$ cat src/rtl/rns_pkg.sv
// Shared RNS definitions: channel moduli, FIR control states and modular helpers.
package rns_pkg;

    localparam int unsigned NUM_MODULI = 8;

    // Channel i of a packed RNS word always uses MODULI[i].
    localparam int unsigned MODULI [NUM_MODULI] = '{233, 239, 241, 251, 229, 227, 223, 211};

    typedef enum logic [1:0] {
        IDLE = 2'd0,
        MAC  = 2'd1,
        OUT  = 2'd2
    } state_e;

    // Operands are assumed already reduced below m, so one conditional subtract is enough.
    function automatic logic [31:0] mod_add(input logic [31:0] a, input logic [31:0] b,
                                            input logic [31:0] m);
        logic [32:0] s;
        s = 33'(a) + 33'(b);
        if (s >= 33'(m)) begin
            s = s - 33'(m);
        end
        return 32'(s);
    endfunction

    // Full-width product reduced mod m.
    function automatic logic [31:0] mod_mul(input logic [31:0] a, input logic [31:0] b,
                                            input logic [31:0] m);
        logic [63:0] p;
        p = 64'(a) * 64'(b);
        return 32'(p % 64'(m));
    endfunction

endpackage

$ cat src/rtl/rns_mac_lane.sv
// One residue channel of the FIR: modular multiply-accumulate with a fixed modulus M.
module rns_mac_lane
    import rns_pkg::*;
#(
    parameter int unsigned RW = 8,
    parameter int unsigned M  = 233
) (
    input  logic          clk,
    input  logic          reset,
    input  logic          clear,
    input  logic          en,
    input  logic [RW-1:0] x,
    input  logic [RW-1:0] c,
    output logic [RW-1:0] acc_next
);

    logic [RW-1:0] acc_q;

    // Value the accumulator takes after this tap; the top samples it on the last tap.
    assign acc_next = RW'(mod_add(32'(acc_q), mod_mul(32'(x), 32'(c), M), M));

    // Accumulator: cleared on reset and on sample acceptance, advanced once per MAC cycle.
    always_ff @(posedge clk) begin
        if (reset || clear) begin
            acc_q <= '0;
        end else if (en) begin
            acc_q <= acc_next;
        end
    end

endmodule

$ cat src/rtl/fir_rns_pipe.sv
// Streaming RNS FIR: all residue channels in parallel, one tap per cycle, valid/ready I/O.
module fir_rns_pipe
    import rns_pkg::*;
#(
    parameter int unsigned TAPS = 6,
    parameter int unsigned CH   = 4,
    parameter int unsigned RW   = 8,
    parameter int unsigned AW   = $clog2(TAPS)
) (
    input  logic             clk,
    input  logic             reset,
    input  logic             coef_we,
    input  logic [AW-1:0]    coef_addr,
    input  logic [CH*RW-1:0] coef_rns,
    input  logic             in_valid,
    output logic             in_ready,
    input  logic [CH*RW-1:0] x_rns,
    output logic             out_valid,
    input  logic             out_ready,
    output logic [CH*RW-1:0] y_rns,
    output logic             busy,
    output logic             coef_err
);

    state_e           state_q, state_d;
    logic [AW-1:0]    tap_q;
    logic [CH*RW-1:0] dline_q [TAPS];
    logic [CH*RW-1:0] coef_q  [TAPS];
    logic [CH*RW-1:0] y_q;
    logic             coef_err_q;

    logic             accept;
    logic             last_tap;
    logic             mac_en;
    logic             coef_ok;
    logic [CH*RW-1:0] d_sel;
    logic [CH*RW-1:0] c_sel;
    logic [CH*RW-1:0] acc_next;

    assign accept   = in_valid && (state_q == IDLE);
    assign mac_en   = (state_q == MAC);
    assign last_tap = (tap_q == AW'(TAPS - 1));
    assign coef_ok  = coef_we && (state_q == IDLE) && (32'(coef_addr) < TAPS);
    assign d_sel    = dline_q[tap_q];
    assign c_sel    = coef_q[tap_q];

    // State register.
    always_ff @(posedge clk) begin
        if (reset) begin
            state_q <= IDLE;
        end else begin
            state_q <= state_d;
        end
    end

    // Next-state: accept -> TAPS MAC cycles -> hold result until taken.
    always_comb begin
        state_d = state_q;
        unique case (state_q)
            IDLE:    if (in_valid)  state_d = MAC;
            MAC:     if (last_tap)  state_d = OUT;
            OUT:     if (out_ready) state_d = IDLE;
            default: state_d = IDLE;
        endcase
    end

    // Handshake and status outputs decoded from state.
    always_comb begin
        in_ready  = (state_q == IDLE);
        busy      = (state_q == MAC);
        out_valid = (state_q == OUT);
    end

    assign y_rns    = y_q;
    assign coef_err = coef_err_q;

    // Delay line, coefficient store, tap counter, result register and error flag.
    always_ff @(posedge clk) begin
        if (reset) begin
            for (int k = 0; k < int'(TAPS); k++) begin
                dline_q[k] <= '0;
                coef_q[k]  <= '0;
            end
            tap_q      <= '0;
            y_q        <= '0;
            coef_err_q <= 1'b0;
        end else begin
            if (coef_ok) begin
                coef_q[coef_addr] <= coef_rns;
            end else if (coef_we) begin
                coef_err_q <= 1'b1;
            end
            if (accept) begin
                for (int k = int'(TAPS) - 1; k > 0; k--) begin
                    dline_q[k] <= dline_q[k-1];
                end
                dline_q[0] <= x_rns;
                tap_q      <= '0;
            end
            if (mac_en) begin
                tap_q <= last_tap ? '0 : tap_q + AW'(1);
                // Capture includes the final tap's contribution.
                if (last_tap) begin
                    y_q <= acc_next;
                end
            end
        end
    end

    for (genvar i = 0; i < int'(CH); i++) begin : g_lane
        rns_mac_lane #(
            .RW (RW),
            .M  (MODULI[i])
        ) u_lane (
            .clk      (clk),
            .reset    (reset),
            .clear    (accept),
            .en       (mac_en),
            .x        (d_sel[i*RW +: RW]),
            .c        (c_sel[i*RW +: RW]),
            .acc_next (acc_next[i*RW +: RW])
        );
    end

endmodule

$ cat config.mk
export PLATFORM = sky130hd
export DESIGN_NAME = fir_rns_pipe
export DESIGN_NICKNAME = d
export VERILOG_FILES = /design/src/rtl/rns_pkg.sv /design/src/rtl/rns_mac_lane.sv /design/src/rtl/fir_rns_pipe.sv
export SDC_FILE = /design/constraint.sdc
export NUM_CORES = 2
export LEC_CHECK = 0
export CAP_MARGIN = 20
export CORE_MARGIN = 4
export CORE_UTILIZATION = 42
export DETAILED_ROUTE_END_ITERATION = 8
export GPL_TIMING_DRIVEN = 0
export SLEW_MARGIN = 10
export SYNTH_ARGS = -nofsm -noshare
export SYNTH_HDL_FRONTEND = slang
export SYNTH_SLANG_ARGS = --single-unit
$ cat constraint.sdc
create_clock -name clk -period 49.1 [get_ports clk]
set_clock_uncertainty 0.15 [all_clocks]
set_input_delay 14.73 -clock clk [delete_from_list [all_inputs] [get_ports clk]]
set_output_delay 14.73 -clock clk [all_outputs]
set_load 0.1 [all_outputs]
# --- Word level (Yosys, flattened, before mapping) ---
# Memories as Yosys holds them, arrays and structs flattened. A register that Yosys moved wholly into a read port is not among the register bits.
# Index checks and enable logic that the tools add are counted.
op_classes:
  n_mux: 32
  n_div: 4
  n_eq_ne: 6
  n_reduce_logical: 10
  n_addsub: 9
  shifts: 0
  bitwise: 7
  n_lt_le_gt_ge: 5
  multipliers: 4
op_table:
  columns: ["operator", "count"]
  rows:
  - ["16-bit by 8-bit remainder unit with 64-bit output, second input constant", 4]
  - ["32-bit two-way mux", 7]
  - ["8-bit by 32-bit adder with 33-bit output", 4]
  - ["33-bit by 8-bit greater-or-equal comparator with 1-bit output, second input constant", 4]
  - ["8-bit by 8-bit multiplier with 16-bit output", 4]
  - ["8-bit two-way mux", 4]
  - ["32-bit OR reduction", 1]
  - ["8-bit subtractor, second input constant", 4]
  - ["3-bit two-way mux", 8]
  - ["1-bit two-way mux", 9]
  - ["2-bit two-way mux", 3]
  - ["1-bit OR", 6]
  - ["2-bit one-hot mux with 3 select lines", 1]
  - ["2-bit by 1-bit != test with 1-bit output, second input constant", 2]
  - ["2-bit AND reduction", 2]
  - ["3-bit by 1-bit adder with 3-bit output, second input constant", 1]
  - ["3-bit equality test, second input constant", 1]
  - ["1-bit logical AND", 3]
  - ["3-bit less-than comparator, second input constant", 1]
  - ["3-bit AND reduction", 1]
  - ["2-bit by 1-bit equality test with 1-bit output, second input constant", 1]
  - ["2-bit equality test, second input constant", 1]
  - ["2-bit zero test", 1]
  - ["2-bit != test, second input constant", 1]
  - ["other kinds (3)", 3]
totals:
  latchBits: 0
  register_bits: 70
  n_memories: 2
  ramBits: 384
  output_inout_bits: 36
  rom_bits: 0
memory_table:
  columns: ["memory", "words", "width", "rd", "rd_clocked_by_memory_dff", "wr", "line", "rtl"]
  rows:
  - ["coef_q", 6, 32, 1, 1, 6, "fir_rns_pipe.sv:28", "logic [CH*RW-1:0] coef_q [TAPS];"]
  - ["dline_q", 6, 32, 6, 1, 6, "fir_rns_pipe.sv:27", "logic [CH*RW-1:0] dline_q [TAPS];"]

# --- Depth between registers and ports, before layout ---
depth:
  ltp_word: 8
  mapped_depth: 81
  mapped_depth_nobuf: 71

# --- Hierarchy ---
# From an unflattened synthesis, not the netlist that was laid out.
hier_totals:
  hier_cells: 4738
  hier_area_um2: 47179.0
by_module_without_submodules:
  columns: ["module", "seq_area_each_um2", "n_inst", "cells_per_inst", "area_each_um2"]
  rows:
  - ["fir_rns_pipe", 14273.7, 1, 1290, 21164.0]
  - ["rns_mac_lane at g_lane[0].u_lane", 160.2, 1, 875, 6677.7]
  - ["rns_mac_lane at g_lane[3].u_lane", 160.2, 1, 891, 6578.8]
  - ["rns_mac_lane at g_lane[2].u_lane", 160.2, 1, 860, 6553.8]
  - ["rns_mac_lane at g_lane[1].u_lane", 160.2, 1, 822, 6204.7]

# --- Least setup slack after synthesis ---
# OpenSTA, ideal clock, no wires.
synth_path:
  path_kind: "input to register"
  startpoint: "input port reset"
  endpoint: "memory dline_q[0][0] (netlist name) (enable)"
  setup_time_ns: 0.549
  path_buffers: 1
  stages: 3
  required_time_ns: 48.401
  slack_ns: 29.337
  arrival_ns: 19.064
  cell_sequence: "clkbuf_1 -> a21oi_1 -> inv_1"
synth_lines:
  columns: ["element", "line", "rtl"]
  rows:
  - ["start: declaration", "fir_rns_pipe.sv:11", "input logic reset,"]
  - ["end: declaration", "fir_rns_pipe.sv:27", null]

==> reports/metrics.cfg <==
[cells_and_area]
fillers = 9934
drive_above_1_share = 0.0933
design_area_um2 = 50100
final_cells = 6410
synthToLayoutAreaGrowth_pct = 12.0
nets = 5392
final_core_util = 0.475

[cts]
post_cts_buffers = 0
cts_tree = yes
postCtsHoldBufs = 0
cts_buffers = 60
clk_pin_slew_ns = 0.06
cts_sinks = 521
ctsRootBufferMaster = clkbuf_16
cts_resized = 0
clock_latency_ns = 0.69
clock_tree.buffer_depth = 3
h-tree-depth = 2

[detailed_routing]
drt_pre_antenna_iters = 6
drt_iter0_drc = 3060
drc = 0
vias = 37000
wl_per_cell_um = 19.4
vias_per_cell = 5.77
routed_wl_um = 125000
final_antenna_net_count = 0

[yosys]
synth_top_area_frac = 0.301
avgSynthCellArea_um2 = 9.50
ys_seq_elements = 521
synthTopCellsByCount = 613 x nor2_1, 448 x edfxtp_1, 375 x nand2_1
synth.largest_area_cell = edfxtp_1
synth_edf_count = 448
ys.flop_type = edfxtp_1
yosysUniqueCellTypes = 138
synth.most_common_cell = nor2_1
synth_async_sr_flop_share = 0
ys_seq_area_frac = 0.333
syn_area_um2 = 44800
yosys_warnings = 0
synth.area.top_cells = edfxtp_1 30%, fa_1 6.6%, ha_1 5.6%, nor2_1 5.1%, mux4_2 4.8%
synthCells = 4712

[floorplanning]
ios = 108
initial_core_util = 0.424
die_h_um = 334
dieArea_um2 = 112000
core_area_um2 = 106000
chipWidth_um = 334
num_rows = 119

[critical_path]
crit_arrival_ns = 24.41
critical_path_class = reg -> reg
max_stage_delay_ns = 0.89
cp_data_required_time_ns = 49.46
worstRegToRegCells = 78
end_kind = flop
critical_path.slowest_cell = a21oi_1
cp-start-kind = flop
cpMostUsedCell = a21oi_1
crit_fanout = 10

[min_path]
hold_depth = 2
worstHoldPathType = reg -> reg

[global_routing]
grt_pass1_wl_um = 198000
gr-total-overflow = 0
grtUsageTotal = 0.219
grt_pass1_vias = 35500
antenna_found_initial = 3
grt_max_degree = 120

[sta]
rsz0062_at_grt = false
drv_slew = 0
max_slew.worst_pin.slew_ns = 1.15
max_slew_margin = 0.211
setup_violations = 0
fin_tns_setup_ns = 0
final.period_utilization = 0.490
clock.fmax_mhz = 41.6
hold_viol = 0
fin_crit_ns = 24.04

[placed_design]
place_area_um2 = 48200
place_inst = 6297
portBuffers = 107
gp_congestion = 0.855
dp_hpwl_um = 94900

[job]
cap_violations = 0

[run_status]
status = completed

## path summary, 6_finish.rpt
check,startpoint,to,slack (ns)
worst max-delay path,flop,y_rns[7]$_SDFFE_PP0P_,25.06
worst min-delay path,g_lane[1].u_lane.acc_q[0]$_SDFFE_PP0P_,g_lane[1].u_lane.acc_q[0]$_SDFFE_PP0P_,0.31
worst max register to register,flop,y_rns[7]$_SDFFE_PP0P_,25.06
worst min register to register,g_lane[1].u_lane.acc_q[0]$_SDFFE_PP0P_,g_lane[1].u_lane.acc_q[0]$_SDFFE_PP0P_,0.31
## metrics by stage
stage,setup WS [ns],hold slack (ns)
after floorplan,29.34,0.279
after global placement,24.79,0.299
after detailed placement,25.11,0.304
after CTS,25.02,0.313
after global routing,22.86,0.346
final,25.06,0.310
## logic make-up (layout without fill, tap and decap cells)
kind of cell / after synthesis / after routing / share of synthesized area
buffers and inverters: 459 / 702 / 0.0395
AND/OR/NAND/NOR: 1804 / 1804 / 0.197
AO/OA/AOI/OAI: 1134 / 1134 / 0.186
multiplexers: 212 / 212 / 0.0749
adder cells (fa/ha/maj): 358 / 358 / 0.124
flip-flops: 521 / 521 / 0.333
XOR/XNOR: 223 / 223 / 0.0446
other: 1 / 65 / 0.0000838
## critical path: cells and delay by family, from the launching register on
kind | cells | cell delay, ns
adder cells (fa/ha/maj) | 9 | 3.50
flip-flops | 1 | 0.48
buffers and inverters | 13 | 4.27
multiplexers | 3 | 0.90
AND/OR/NAND/NOR | 17 | 2.92
AO/OA/AOI/OAI | 34 | 11.16
XOR/XNOR | 2 | 0.47
## cell type report
| type | instances | area, µm² | area share |
|---|---|---|---|
| Multi-Input combinational cell | 3795 | 28300 | 0.565 |
| Antenna cell | 1 | 2.50 | 0.0000499 |
| Sequential cell | 521 | 14900 | 0.297 |
| Timing Repair Buffer | 136 | 1450 | 0.0289 |
| Clock buffer | 75 | 1590 | 0.0317 |
| Inverter | 292 | 1100 | 0.0220 |
| Tap cell | 1391 | 1740 | 0.0347 |
| Buffer | 167 | 674 | 0.0135 |
| Clock inverter | 32 | 320 | 0.00639 |
## routing by layer
layer,vias up,GRT usage,share of wire
li1,17800,-,-
met1,18000,0.309,0.45
met2,1077,0.360,0.46
met3,143,0.0292,0.062
met4,0,0.0484,0.022
met5,-,0,0
## placed cells by master, fill, tap and decap left out, types with 35 or more instances in the layout
cell type / count
fa_1: 148
nor2b_1: 35
dfxtp_1: 73
nand2_1: 375
o211ai_1: 56
a211oi_1: 58
xor2_1: 72
nand3_1: 94
clkdlybuf4s50_1: 107
xnor2_1: 147
edfxtp_1: 448
nor3_1: 101
conb_1: 64
a21oi_1: 229
mux2i_1: 92
or2_2: 48
inv_1: 288
ha_1: 199
a21o_1: 56
a31oi_1: 44
clkbuf_1: 126
clkbuf_16: 60
o21ai_0: 163
mux4_2: 96
nor2_1: 613
or3_1: 42
and3_1: 40
and2_1: 236
nand2b_1: 58
## state kept, by name, summed over array words and instances (netlist names), named ones only
register / cells
coef_q: 256
tap_q: 3
g_lane.u_lane.acc_q: 32
state_q: 2
y_rns: 32
coef_err: 1
dline_q: 192
Power is not shown: default switching activity piles up to over one toggle a cycle in this logic, so the estimate is an artifact.
